## config.mk

```make
export PLATFORM = sky130hd
export DESIGN_NAME = ex_md_stage
export DESIGN_NICKNAME = d
export VERILOG_FILES = /design/src/rtl/ex_md_stage_pkg.sv /design/src/rtl/alu.sv /design/src/rtl/muldiv_unit.sv /design/src/rtl/ex_md_stage.sv
export SDC_FILE = /design/constraint.sdc
export NUM_CORES = 2
export LEC_CHECK = 0
export ABC_AREA = 1
export CELL_PAD_IN_SITES_DETAIL_PLACEMENT = 2
export CELL_PAD_IN_SITES_GLOBAL_PLACEMENT = 2
export CORE_UTILIZATION = 37
export CTS_CLUSTER_SIZE = 8
export DETAILED_ROUTE_END_ITERATION = 8
export HOLD_SLACK_MARGIN = 0.02
export PLACE_DENSITY = 0.9
export SYNTH_ARGS = -nofsm -noshare
export SYNTH_HDL_FRONTEND = slang
export SYNTH_SLANG_ARGS = --single-unit
```

## constraint.sdc

```tcl
create_clock -name clk -period 10.4 [get_ports clk]
set_clock_uncertainty 0.2 [all_clocks]
set_input_delay 1.04 -clock clk [delete_from_list [all_inputs] [get_ports clk]]
set_output_delay 1.04 -clock clk [all_outputs]
set_load 0.01 [all_outputs]
```

## src/rtl/ex_md_stage_pkg.sv

```systemverilog
// ex_md_stage_pkg: shared encodings for the execute stage.
// Holds the ALU opcodes, the mdOpE encodings, the forward-select encodings,
// and small decode helpers for the multiply/divide opcodes.
package ex_md_stage_pkg;

    typedef enum logic [3:0] {
        ALU_ADD  = 4'd0,
        ALU_SUB  = 4'd1,
        ALU_AND  = 4'd2,
        ALU_OR   = 4'd3,
        ALU_XOR  = 4'd4,
        ALU_NOR  = 4'd5,
        ALU_SLT  = 4'd6,
        ALU_SLTU = 4'd7,
        ALU_SLL  = 4'd8,
        ALU_SRL  = 4'd9,
        ALU_SRA  = 4'd10,
        ALU_LUI  = 4'd11
    } alu_op_e;

    typedef enum logic [3:0] {
        MD_NONE  = 4'd0,
        MD_MULT  = 4'd1,
        MD_MULTU = 4'd2,
        MD_DIV   = 4'd3,
        MD_DIVU  = 4'd4,
        MD_MFHI  = 4'd5,
        MD_MFLO  = 4'd6,
        MD_MTHI  = 4'd7,
        MD_MTLO  = 4'd8
    } md_op_e;

    typedef enum logic [1:0] {
        FWD_REG = 2'b00,
        FWD_MEM = 2'b01,
        FWD_WB  = 2'b10
    } fwd_e;

    // Opcodes that start the multiply/divide engine.
    function automatic logic md_arith(input logic [3:0] op);
        return op inside {MD_MULT, MD_MULTU, MD_DIV, MD_DIVU};
    endfunction

    // Opcodes that touch HI/LO and therefore must wait for a busy engine.
    function automatic logic md_any(input logic [3:0] op);
        return op inside {[4'd1:4'd8]};
    endfunction

endpackage

```

## src/rtl/alu.sv

```systemverilog
// alu: combinational ALU; shifts move b_i by the low bits of a_i.
// Ports: a_i, b_i operands; op_i opcode; y_o result.
module alu
    import ex_md_stage_pkg::*;
#(
    parameter int DATA_W   = 32,
    parameter int ALU_OP_W = 4
) (
    input  logic [DATA_W-1:0]   a_i,
    input  logic [DATA_W-1:0]   b_i,
    input  logic [ALU_OP_W-1:0] op_i,
    output logic [DATA_W-1:0]   y_o
);
    localparam int SH_W = $clog2(DATA_W);

    logic [SH_W-1:0] sh;

    assign sh = a_i[SH_W-1:0];

    always_comb begin
        y_o = '0;
        case (op_i)
            ALU_OP_W'(ALU_ADD):  y_o = a_i + b_i;
            ALU_OP_W'(ALU_SUB):  y_o = a_i - b_i;
            ALU_OP_W'(ALU_AND):  y_o = a_i & b_i;
            ALU_OP_W'(ALU_OR):   y_o = a_i | b_i;
            ALU_OP_W'(ALU_XOR):  y_o = a_i ^ b_i;
            ALU_OP_W'(ALU_NOR):  y_o = ~(a_i | b_i);
            ALU_OP_W'(ALU_SLT):  y_o = DATA_W'($signed(a_i) < $signed(b_i));
            ALU_OP_W'(ALU_SLTU): y_o = DATA_W'(a_i < b_i);
            ALU_OP_W'(ALU_SLL):  y_o = b_i << sh;
            ALU_OP_W'(ALU_SRL):  y_o = b_i >> sh;
            ALU_OP_W'(ALU_SRA):  y_o = $signed(b_i) >>> sh;
            ALU_OP_W'(ALU_LUI):  y_o = b_i << 16;
            default:             y_o = '0;
        endcase
    end

endmodule

```

## src/rtl/muldiv_unit.sv

```systemverilog
// muldiv_unit: multi-cycle multiply / restoring divide engine owning HI and LO.
// Ports: start issues op (MULT/MULTU/DIV/DIVU) on operands a, b; mt_hi/mt_lo
// load mt_data into HI/LO; busy is high while an operation is in flight;
// hi/lo are the architectural registers.
module muldiv_unit
    import ex_md_stage_pkg::*;
#(
    parameter int DATA_W  = 32,
    parameter int MUL_LAT = 2
) (
    input  logic              clk,
    input  logic              rst,
    input  logic              start,
    input  logic [3:0]        op,
    input  logic [DATA_W-1:0] a,
    input  logic [DATA_W-1:0] b,
    input  logic              mt_hi,
    input  logic              mt_lo,
    input  logic [DATA_W-1:0] mt_data,
    output logic              busy,
    output logic [DATA_W-1:0] hi,
    output logic [DATA_W-1:0] lo
);
    localparam int CNT_MAX = DATA_W > MUL_LAT ? DATA_W : MUL_LAT;
    localparam int CNT_W   = $clog2(CNT_MAX + 1);

    typedef enum logic [1:0] {S_IDLE, S_MUL, S_DIV} state_e;

    state_e              state_q;
    logic [CNT_W-1:0]    cnt_q;
    logic [DATA_W-1:0]   a_q, b_q, q_q, r_q, d_q, hi_q, lo_q;
    logic                sgn_q, neg_q_q, neg_r_q, dz_q;
    logic                op_mul, op_signed, a_neg, b_neg, ge;
    logic [DATA_W-1:0]   a_mag, b_mag, q_d, r_d;
    logic [DATA_W:0]     rr;
    logic [2*DATA_W-1:0] a_ext, b_ext, prod_d;

    assign op_mul    = op == MD_MULT || op == MD_MULTU;
    assign op_signed = op == MD_MULT || op == MD_DIV;
    assign a_neg     = op_signed & a[DATA_W-1];
    assign b_neg     = op_signed & b[DATA_W-1];
    assign a_mag     = a_neg ? -a : a;
    assign b_mag     = b_neg ? -b : b;

    // The low 2W bits of the product of sign-extended operands equal the signed product.
    assign a_ext  = {{DATA_W{sgn_q & a_q[DATA_W-1]}}, a_q};
    assign b_ext  = {{DATA_W{sgn_q & b_q[DATA_W-1]}}, b_q};
    assign prod_d = a_ext * b_ext;

    // One restoring step: the remainder is always below the divisor, so W-bit wraparound is exact.
    assign rr  = {r_q, q_q[DATA_W-1]};
    assign ge  = rr >= {1'b0, d_q};
    assign r_d = ge ? rr[DATA_W-1:0] - d_q : rr[DATA_W-1:0];
    assign q_d = {q_q[DATA_W-2:0], ge};

    assign busy = state_q != S_IDLE;
    assign hi   = hi_q;
    assign lo   = lo_q;

    always_ff @(posedge clk or posedge rst) begin
        if (rst) begin
            state_q <= S_IDLE;
            cnt_q   <= '0;
            a_q     <= '0;
            b_q     <= '0;
            q_q     <= '0;
            r_q     <= '0;
            d_q     <= '0;
            hi_q    <= '0;
            lo_q    <= '0;
            sgn_q   <= 1'b0;
            neg_q_q <= 1'b0;
            neg_r_q <= 1'b0;
            dz_q    <= 1'b0;
        end else begin
            case (state_q)
                S_IDLE: begin
                    if (start) begin
                        state_q <= op_mul ? S_MUL : S_DIV;
                        cnt_q   <= op_mul ? CNT_W'(MUL_LAT - 1) : CNT_W'(DATA_W);
                        a_q     <= a;
                        b_q     <= b;
                        sgn_q   <= op_signed;
                        q_q     <= a_mag;
                        r_q     <= '0;
                        d_q     <= b_mag;
                        neg_q_q <= a_neg ^ b_neg;
                        neg_r_q <= a_neg;
                        dz_q    <= b == '0;
                    end else begin
                        if (mt_hi) hi_q <= mt_data;
                        if (mt_lo) lo_q <= mt_data;
                    end
                end
                S_MUL: begin
                    if (cnt_q == '0) begin
                        {hi_q, lo_q} <= prod_d;
                        state_q      <= S_IDLE;
                    end else begin
                        cnt_q <= cnt_q - 1'b1;
                    end
                end
                S_DIV: begin
                    // Final step applies the signs; divide-by-zero overrides with its fixed result.
                    if (cnt_q == '0) begin
                        hi_q    <= dz_q ? a_q : neg_r_q ? -r_q : r_q;
                        lo_q    <= dz_q ? '1 : neg_q_q ? -q_q : q_q;
                        state_q <= S_IDLE;
                    end else begin
                        q_q   <= q_d;
                        r_q   <= r_d;
                        cnt_q <= cnt_q - 1'b1;
                    end
                end
                default: state_q <= S_IDLE;
            endcase
        end
    end

endmodule

```

## src/rtl/ex_md_stage.sv

```systemverilog
// ex_md_stage: execute stage with forwarding, operand select, ALU and mul/div unit.
// Ports: forwardAE/BE pick regfile/aluOutM/wbOut operands; aluSrc1/2 select
// shift amount / immediate; mdOpE drives the HI/LO unit; outputs are the
// destination register, ALU (or HI/LO) result, store data, stall and busy.
module ex_md_stage
    import ex_md_stage_pkg::*;
#(
    parameter int DATA_W   = 32,
    parameter int REG_AW   = 5,
    parameter int ALU_OP_W = 4,
    parameter int MUL_LAT  = 2
) (
    input  logic                clk,
    input  logic                rst,
    input  logic                flushE,
    input  logic [1:0]          forwardAE,
    input  logic [1:0]          forwardBE,
    input  logic [REG_AW-1:0]   rsE,
    input  logic [REG_AW-1:0]   rtE,
    input  logic [REG_AW-1:0]   rdE,
    input  logic [ALU_OP_W-1:0] aluOpE,
    input  logic                aluSrc1_muxE,
    input  logic                aluSrc2_muxE,
    input  logic                extOpE,
    input  logic                regDst_muxE,
    input  logic [3:0]          mdOpE,
    input  logic [DATA_W-1:0]   readData1E,
    input  logic [DATA_W-1:0]   readData2E,
    input  logic [DATA_W-1:0]   aluOutM,
    input  logic [DATA_W-1:0]   wbOut,
    input  logic [4:0]          saE,
    input  logic [15:0]         imm16E,
    output logic [REG_AW-1:0]   writeRegAddrE,
    output logic [DATA_W-1:0]   aluOutE,
    output logic [DATA_W-1:0]   writeDataE,
    output logic                stallE,
    output logic                mdBusy
);
    logic [DATA_W-1:0] fwd_a, fwd_b, src_a, src_b, imm_ext, alu_y, hi, lo;
    logic              md_go, unused_rs;

    // rs is consumed by the hazard unit, not here.
    assign unused_rs = ^rsE;

    assign fwd_a = forwardAE == FWD_MEM ? aluOutM : forwardAE == FWD_WB ? wbOut : readData1E;
    assign fwd_b = forwardBE == FWD_MEM ? aluOutM : forwardBE == FWD_WB ? wbOut : readData2E;

    assign imm_ext = extOpE ? DATA_W'($signed(imm16E)) : DATA_W'(imm16E);
    assign src_a   = aluSrc1_muxE ? DATA_W'(saE) : fwd_a;
    assign src_b   = aluSrc2_muxE ? imm_ext : fwd_b;

    assign writeRegAddrE = regDst_muxE ? rdE : rtE;
    assign writeDataE    = fwd_b;

    // Only HI/LO users wait on the engine; a flushed op may still stall, flush wins upstream.
    assign stallE  = mdBusy & md_any(mdOpE);
    assign md_go   = ~stallE & ~flushE;
    assign aluOutE = mdOpE == MD_MFHI ? hi : mdOpE == MD_MFLO ? lo : alu_y;

    alu #(
        .DATA_W  (DATA_W),
        .ALU_OP_W(ALU_OP_W)
    ) u_alu (
        .a_i (src_a),
        .b_i (src_b),
        .op_i(aluOpE),
        .y_o (alu_y)
    );

    muldiv_unit #(
        .DATA_W (DATA_W),
        .MUL_LAT(MUL_LAT)
    ) u_muldiv (
        .clk    (clk),
        .rst    (rst),
        .start  (md_go & md_arith(mdOpE)),
        .op     (mdOpE),
        .a      (fwd_a),
        .b      (fwd_b),
        .mt_hi  (md_go & (mdOpE == MD_MTHI)),
        .mt_lo  (md_go & (mdOpE == MD_MTLO)),
        .mt_data(fwd_a),
        .busy   (mdBusy),
        .hi     (hi),
        .lo     (lo)
    );

endmodule

```

==> out/summary.log, run 1 <==
[status] result of the run aborted with a tool error
[status] step where the flow halted global routing
[status] error that ended the run [ERROR GRT-0232] Routing congestion too high. Check the congestion heatmap in the GUI.
[logic_synthesis] Syn. warnings 0
[placement] DP Area 0.07307 mm^2
[logic_synthesis] post-synthesis async set-or-reset flop share 1.000
[global_routing] largest net degree at the start of global routing 141
[logic_synthesis] sequential share of the synthesized area 0.08666
[global_routing] total congestion overflow 5
[clock_tree] H-tree depth reported by CTS 2
[floorplanning] Row Count 156
[floorplanning] Die Span X 430.3 um
[placement] total half-perimeter wirelength after legalization and detailed placement 355.2 mm
[placement] total of buffers placed on input and output ports 248
[floorplanning] total I/O pin count 254
[logic_synthesis] mean post-synth cell area 6.925 um^2
[sta] Worst Endpoint after GRT Repair u_muldiv.hi[25]$_DFFE_PP0P_/D
[clock_tree] buffers inserted by post-CTS timing repair 0
[logic_synthesis] number of enable-type register cells in the synthesized netlist 0
[global_routing] total global-route track usage 0.5245
[floorplanning] Initial Util 0.3738
[clock_tree] worst-case clock buffer depth 3
[logic_synthesis] Synth Register Bits 235
[clock_tree] CTS sink cnt 235
[logic_synthesis] Cell Area, Synth 0.06786 mm^2
[logic_synthesis] unique cell type count in the Yosys netlist 67
[logic_synthesis] gate count of the mapped netlist 9799
[placement] GP Congestion 1.017
[logic_synthesis] most common flop cell mapped by yosys sky130_fd_sc_hd__dfrtp_1
[clock_tree] CTS Root Cell sky130_fd_sc_hd__clkbuf_16
[sta] type of the worst endpoint after the last repair sequential cell input
[floorplanning] die height 430.3 um
[logic_synthesis] synthesized netlist net count 11460
[clock_tree] Num CTS Buffers 37
==> cell families after synthesis <==
family                     share of synthesized area
AOI/OAI and AO/OA                             0.1083
xor gates and xnor gates                     0.01291
adders and majority gates                     0.3973
buffers and inverters                         0.1506
DFF                                          0.08666
muxes                                      0.0008296
and+or+nand+nor                               0.2434
==> through the flow <==
step                hold WS, ns  utilization  worst slack [ns]  std cells
global placement         0.2725       0.4025             1.232      12130
floorplan                0.2497            -             2.623       9799
detailed placement       0.2819       0.4025           -0.1547      12130
CTS                      0.2943       0.4088           0.07501      12180
==> synthesized netlist by cell type, types with 19 or more instances <==
| library cell | number | share of area |
|---|---|---|
| sky130_fd_sc_hd__a21oi_1 | 401 | 0.030 |
| sky130_fd_sc_hd__nand4_1 | 42 | 0.0039 |
| sky130_fd_sc_hd__a31oi_1 | 31 | 0.0029 |
| sky130_fd_sc_hd__dfrtp_1 | 235 | 0.087 |
| sky130_fd_sc_hd__clkbuf_1 | 415 | 0.023 |
| sky130_fd_sc_hd__buf_1 | 30 | 0.0017 |
| sky130_fd_sc_hd__o21ai_1 | 45 | 0.0033 |
| sky130_fd_sc_hd__o221ai_1 | 27 | 0.0035 |
| sky130_fd_sc_hd__nor2_1 | 667 | 0.037 |
| sky130_fd_sc_hd__o211ai_1 | 59 | 0.0065 |
| sky130_fd_sc_hd__buf_2 | 53 | 0.0039 |
| sky130_fd_sc_hd__xnor2_1 | 26 | 0.0034 |
| sky130_fd_sc_hd__nand3_1 | 675 | 0.050 |
| sky130_fd_sc_hd__or2_2 | 46 | 0.0042 |
| sky130_fd_sc_hd__inv_2 | 22 | 0.0012 |
| sky130_fd_sc_hd__xor2_1 | 74 | 0.0096 |
| sky130_fd_sc_hd__o21ai_0 | 502 | 0.037 |
| sky130_fd_sc_hd__nor3_1 | 59 | 0.0044 |
| sky130_fd_sc_hd__a21boi_0 | 20 | 0.0022 |
| sky130_fd_sc_hd__nor4_1 | 19 | 0.0018 |
| sky130_fd_sc_hd__ha_1 | 350 | 0.065 |
| sky130_fd_sc_hd__o22ai_1 | 46 | 0.0042 |
| sky130_fd_sc_hd__a21o_1 | 21 | 0.0023 |
| sky130_fd_sc_hd__inv_1 | 2136 | 0.12 |
| sky130_fd_sc_hd__o21bai_1 | 27 | 0.0030 |
| sky130_fd_sc_hd__nand2_1 | 2434 | 0.13 |
| sky130_fd_sc_hd__fa_1 | 1128 | 0.33 |
==> routing by layer <==
layer  global-route usage  GRT overflow
met4               0.4356             3
met3               0.2772             0
met1               0.5734             0
met2               0.7362             2
met5               0.1202             0
==> what timing repair did <==
item	in CTS
gates cloned	0
endpoints found under the hold margin	0
setup endpoints to repair	5
gates resized for setup	2
hold buffers	0
==> run 2: changes to the inputs <==
==> config.mk (replaced) <==
export PLATFORM = sky130hd
export DESIGN_NAME = ex_md_stage
export DESIGN_NICKNAME = d
export VERILOG_FILES = /design/src/rtl/ex_md_stage_pkg.sv /design/src/rtl/alu.sv /design/src/rtl/muldiv_unit.sv /design/src/rtl/ex_md_stage.sv
export SDC_FILE = /design/constraint.sdc
export NUM_CORES = 2
export LEC_CHECK = 0
export ABC_AREA = 1
export CORE_UTILIZATION = 40
export DETAILED_ROUTE_END_ITERATION = 8
export PLACE_DENSITY_LB_ADDON = 0.15
export SYNTH_ARGS = -nofsm -noshare
export SYNTH_HDL_FRONTEND = slang
export SYNTH_SLANG_ARGS = --single-unit
==> out/summary.log, run 2 <==
[detailed_routing] routed via count 65190
[clock_tree] Post-CTS Resized 0 [was 2]
[floorplanning] Row Count 150 [was 156]
[logic_synthesis] main combinational cell family by area after synthesis adder cells [unchanged]
[detailed_routing] via-per-instance ratio 5.429
[sta] Fmax achieved 103.6 MHz
[detailed_routing] routed wire length 290.4 mm
[floorplanning] Core Footprint 0.1678 mm^2
[logic_synthesis] simple-gate share of the synthesized area 0.2434 [unchanged]
[critical_path] terminus of the critical flop-to-flop path u_muldiv.hi[29]$_DFFE_PP0P_
[global_routing] initial antenna violation count 11
[logic_synthesis] post-synthesis async set-or-reset flop share 1.000 [unchanged]
[logic_synthesis] sequential share of the synthesized area 0.08666 [unchanged]
[clock_tree] number of buffers inserted by hold repair at cts 0 [unchanged]
[min_path] Hold Path Origin u_muldiv.d_q[3]$_DFFE_PP0P_
[clock_tree] clock-pin slew of the registers on the worst-case setup and hold paths 0.06 ns
[critical_path] CP most frequent cell sky130_fd_sc_hd__fa_1
[clock_tree] later-pin clock latency in the skew report 0.62 ns
[detailed_routing] DRC marker count from the first detailed-route iteration 6097
[min_path] WHS Path Cells 2
[clock_tree] CTS Root Cell sky130_fd_sc_hd__clkbuf_16 [unchanged]
[clock_tree] CTS sink cnt 235 [unchanged]
[critical_path] R2R depth 27
[logic_synthesis] Synth Register Bits 235 [unchanged]
[logic_synthesis] post-synthesis compound-gate area fraction 0.1083 [unchanged]
[floorplanning] Total Die Area 0.1713 mm^2
[logic_synthesis] gate count of the mapped netlist 9799 [unchanged]
[final_layout] final instance area 0.07380 mm^2
[sta] RSZ-0062 raised after global routing no
[sta] final critical-path share of the clock period 0.9281
[placement] GP Congestion 1.014 [was 1.017]
[clock_tree] H-tree depth reported by CTS 1 [was 2]
[status] result of the run finished clean [was aborted with a tool error]
[detailed_routing] post-route antenna net violation count 0
[critical_path] arrival time worst endpoint 9.98 ns
[placement] DP Area 0.07278 mm^2 [was 0.07307 mm^2]
[min_path] worst min path class flop to flop
[logic_synthesis] most instantiated cells after synthesis 2434 x sky130_fd_sc_hd__nand2_1, 2136 x sky130_fd_sc_hd__inv_1, 1128 x sky130_fd_sc_hd__fa_1 [unchanged]
[logic_synthesis] fraction of synthesized cell area taken by the top area cell type 0.3328 [unchanged]
[logic_synthesis] number of enable-type register cells in the synthesized netlist 0 [unchanged]
[final_layout] share of post-route cells with drive strength above 1 0.04295
[logic_synthesis] mean post-synth cell area 6.925 um^2 [unchanged]
[floorplanning] total I/O pin count 254 [unchanged]
[logic_synthesis] xor/xnor cell area share of the yosys netlist 0.01291 [unchanged]
[logic_synthesis] Syn. warnings 0 [unchanged]
[floorplanning] Initial Util 0.4044 [was 0.3738]
[logic_synthesis] Area contributors post-synth sky130_fd_sc_hd__fa_1 33%, sky130_fd_sc_hd__nand2_1 13%, sky130_fd_sc_hd__inv_1 12%, sky130_fd_sc_hd__dfrtp_1 8.7%, sky130_fd_sc_hd__ha_1 6.5% [unchanged]
[clock_tree] worst-case clock buffer depth 3 [unchanged]
[global_routing] total global-route track usage 0.3418
[sta] clock period minus worst slack 9.652 ns
[final_layout] most common cell after layout, fill and taps aside sky130_fd_sc_hd__nand2_1
[logic_synthesis] synthesized netlist net count 11460 [unchanged]
[job] total of max-cap violations 0
[critical_path] stage delay of the slowest cell on the critical path 0.99 ns
[critical_path] path type of the worst setup path flop to flop
[logic_synthesis] most area-hungry cell type in the Yosys netlist sky130_fd_sc_hd__fa_1 [unchanged]
[sta] max_slew headroom 0.1161
[critical_path] Critical Path Source Type flop
[final_layout] top library cells by usage in the layout, fill and taps aside 2429 x sky130_fd_sc_hd__nand2_1, 2133 x sky130_fd_sc_hd__inv_1, 1128 x sky130_fd_sc_hd__fa_1
[min_path] Hold Crit Endpoint u_muldiv.d_q[3]$_DFFE_PP0P_
[final_layout] post-layout net count 11440
[sta] hold violation total from the final report 0
[floorplanning] Die Span X 413.9 um [was 430.3 um]
[critical_path] Slowest cell on crit path sky130_fd_sc_hd__dfrtp_1
[global_routing] largest net degree at the start of global routing 140
[detailed_routing] # DRC 0
[detailed_routing] WL/cell 24.19 um
[clock_tree] CTS tree done
[sta] count of final max-slew check failures 0
[final_layout] P&R area growth vs syn 8.751%
[detailed_routing] total iterations of the first detailed-routing run 8
[logic_synthesis] mux cell area share after synthesis 0.0008297 [unchanged]
[logic_synthesis] Cell Area, Synth 0.06786 mm^2 [unchanged]
[sta] slew at the pin closest to its max-slew limit 1.326 ns
[floorplanning] die height 413.9 um [was 430.3 um]
[logic_synthesis] unique cell type count in the Yosys netlist 67 [unchanged]
[global_routing] first-pass GRT wire length 432.1 mm
[sta] setup violators final 0
[clock_tree] buffers inserted by post-CTS timing repair 0 [unchanged]
[sta] sum of negative setup slack 0 ns
[global_routing] total congestion overflow 0
[placement] total half-perimeter wirelength after legalization and detailed placement 245.0 mm [was 355.2 mm]
[global_routing] number of global-route vias before repair 65020
[critical_path] Critical Path Sink Type flop
[critical_path] peak fanout along the critical path 17
[critical_path] critical path data required time 10.73 ns
[critical_path] r2r setup slk 0.75 ns
[logic_synthesis] synthesized-area fraction occupied by adder cells 0.3973 [unchanged]
[logic_synthesis] most frequent cell after synthesis sky130_fd_sc_hd__nand2_1 [unchanged]
[critical_path] launching point of the worst reg2reg path u_muldiv.b_q[6]$_DFFE_PP0P_
[clock_tree] Num CTS Buffers 31 [was 37]
[logic_synthesis] most common flop cell mapped by yosys sky130_fd_sc_hd__dfrtp_1 [unchanged]
[placement] total of buffers placed on input and output ports 248 [unchanged]
## run 2: cell counts after synthesis
Identical to the previous run, type by type.
## run 2: per-layer routing
layer,share of wire,GRT usage,up-vias
li1,-,-,29650
met1,0.43,0.4748,32530
met2,0.45,0.5470,2584
met3,0.073,0.04326,420
met4,0.042,0.1169,6
met5,0.00014,0,-
## run 2: worst max-delay path by stage
stage,from,to,slack [ns],cells past startpoint
2_1_floorplan,u_muldiv.a_q[31]$_DFFE_PP0P_,u_muldiv.hi[30]$_DFFE_PP0P_,2.62,30
3_3_place_gp,u_muldiv.b_q[6]$_DFFE_PP0P_,u_muldiv.hi[29]$_DFFE_PP0P_,1.00,28
3_5_place_dp,u_muldiv.d_q[0]$_DFFE_PP0P_,u_muldiv.hi[20]$_DFFE_PP0P_,0.95,26
4_1_cts,u_muldiv.d_q[0]$_DFFE_PP0P_,u_muldiv.hi[20]$_DFFE_PP0P_,0.94,26
5_1_grt,u_muldiv.b_q[6]$_DFFE_PP0P_,u_muldiv.hi[28]$_DFFE_PP0P_,0.31,29
6_report,u_muldiv.b_q[6]$_DFFE_PP0P_,u_muldiv.hi[29]$_DFFE_PP0P_,0.75,27
## run 2: kinds of logic after synthesis
logic type	after synthesis
buffers and inverters	2681
AND/OR/NAND/NOR	4010
AO/OA/AOI/OAI	1290
flip-flops	235
XOR/XNOR	100
multiplexers	5
adder cells (fa/ha/maj)	1478
## run 2: final cells by class
| class | instances | area (um^2) |
|---|---|---|
| repair buffers | 460 | 4124 |
| fillers | 17640 | 93990 |
| flip-flops and latches | 235 | 5883 |
| clock inverters | 17 | 170.2 |
| inverters | 2168 | 8148 |
| multi-input cells | 6883 | 51860 |
| clock buffers | 40 | 849.6 |
| diodes | 1 | 2.502 |
| well taps | 2204 | 2758 |
## run 2: worst max-delay path: cells and delay by family, from the launching register on
family / cells / cell delay [ns]
adders and majority gates: 9 / 4.98
and+or+nand+nor: 11 / 2.16
buffers and inverters: 6 / 1.05
DFF: 1 / 0.99
AOI/OAI and AO/OA: 1 / 0.18
## run 2: metrics by stage
stage	std cells	setup slack [ns]	utilization	hold WS, ns
after floorplan	9799	2.623	-	0.2497
after global placement	11950	1.002	0.4337	0.2706
after detailed placement	11950	0.9541	0.4337	0.2774
after CTS	12010	0.9365	0.4398	0.2928
after global routing	12010	0.3086	0.4398	0.3153
final	12010	0.7477	0.4398	0.2880
Power of run 2 is not shown: default switching activity piles up to over one toggle a cycle in this logic, so the estimate is an artifact.
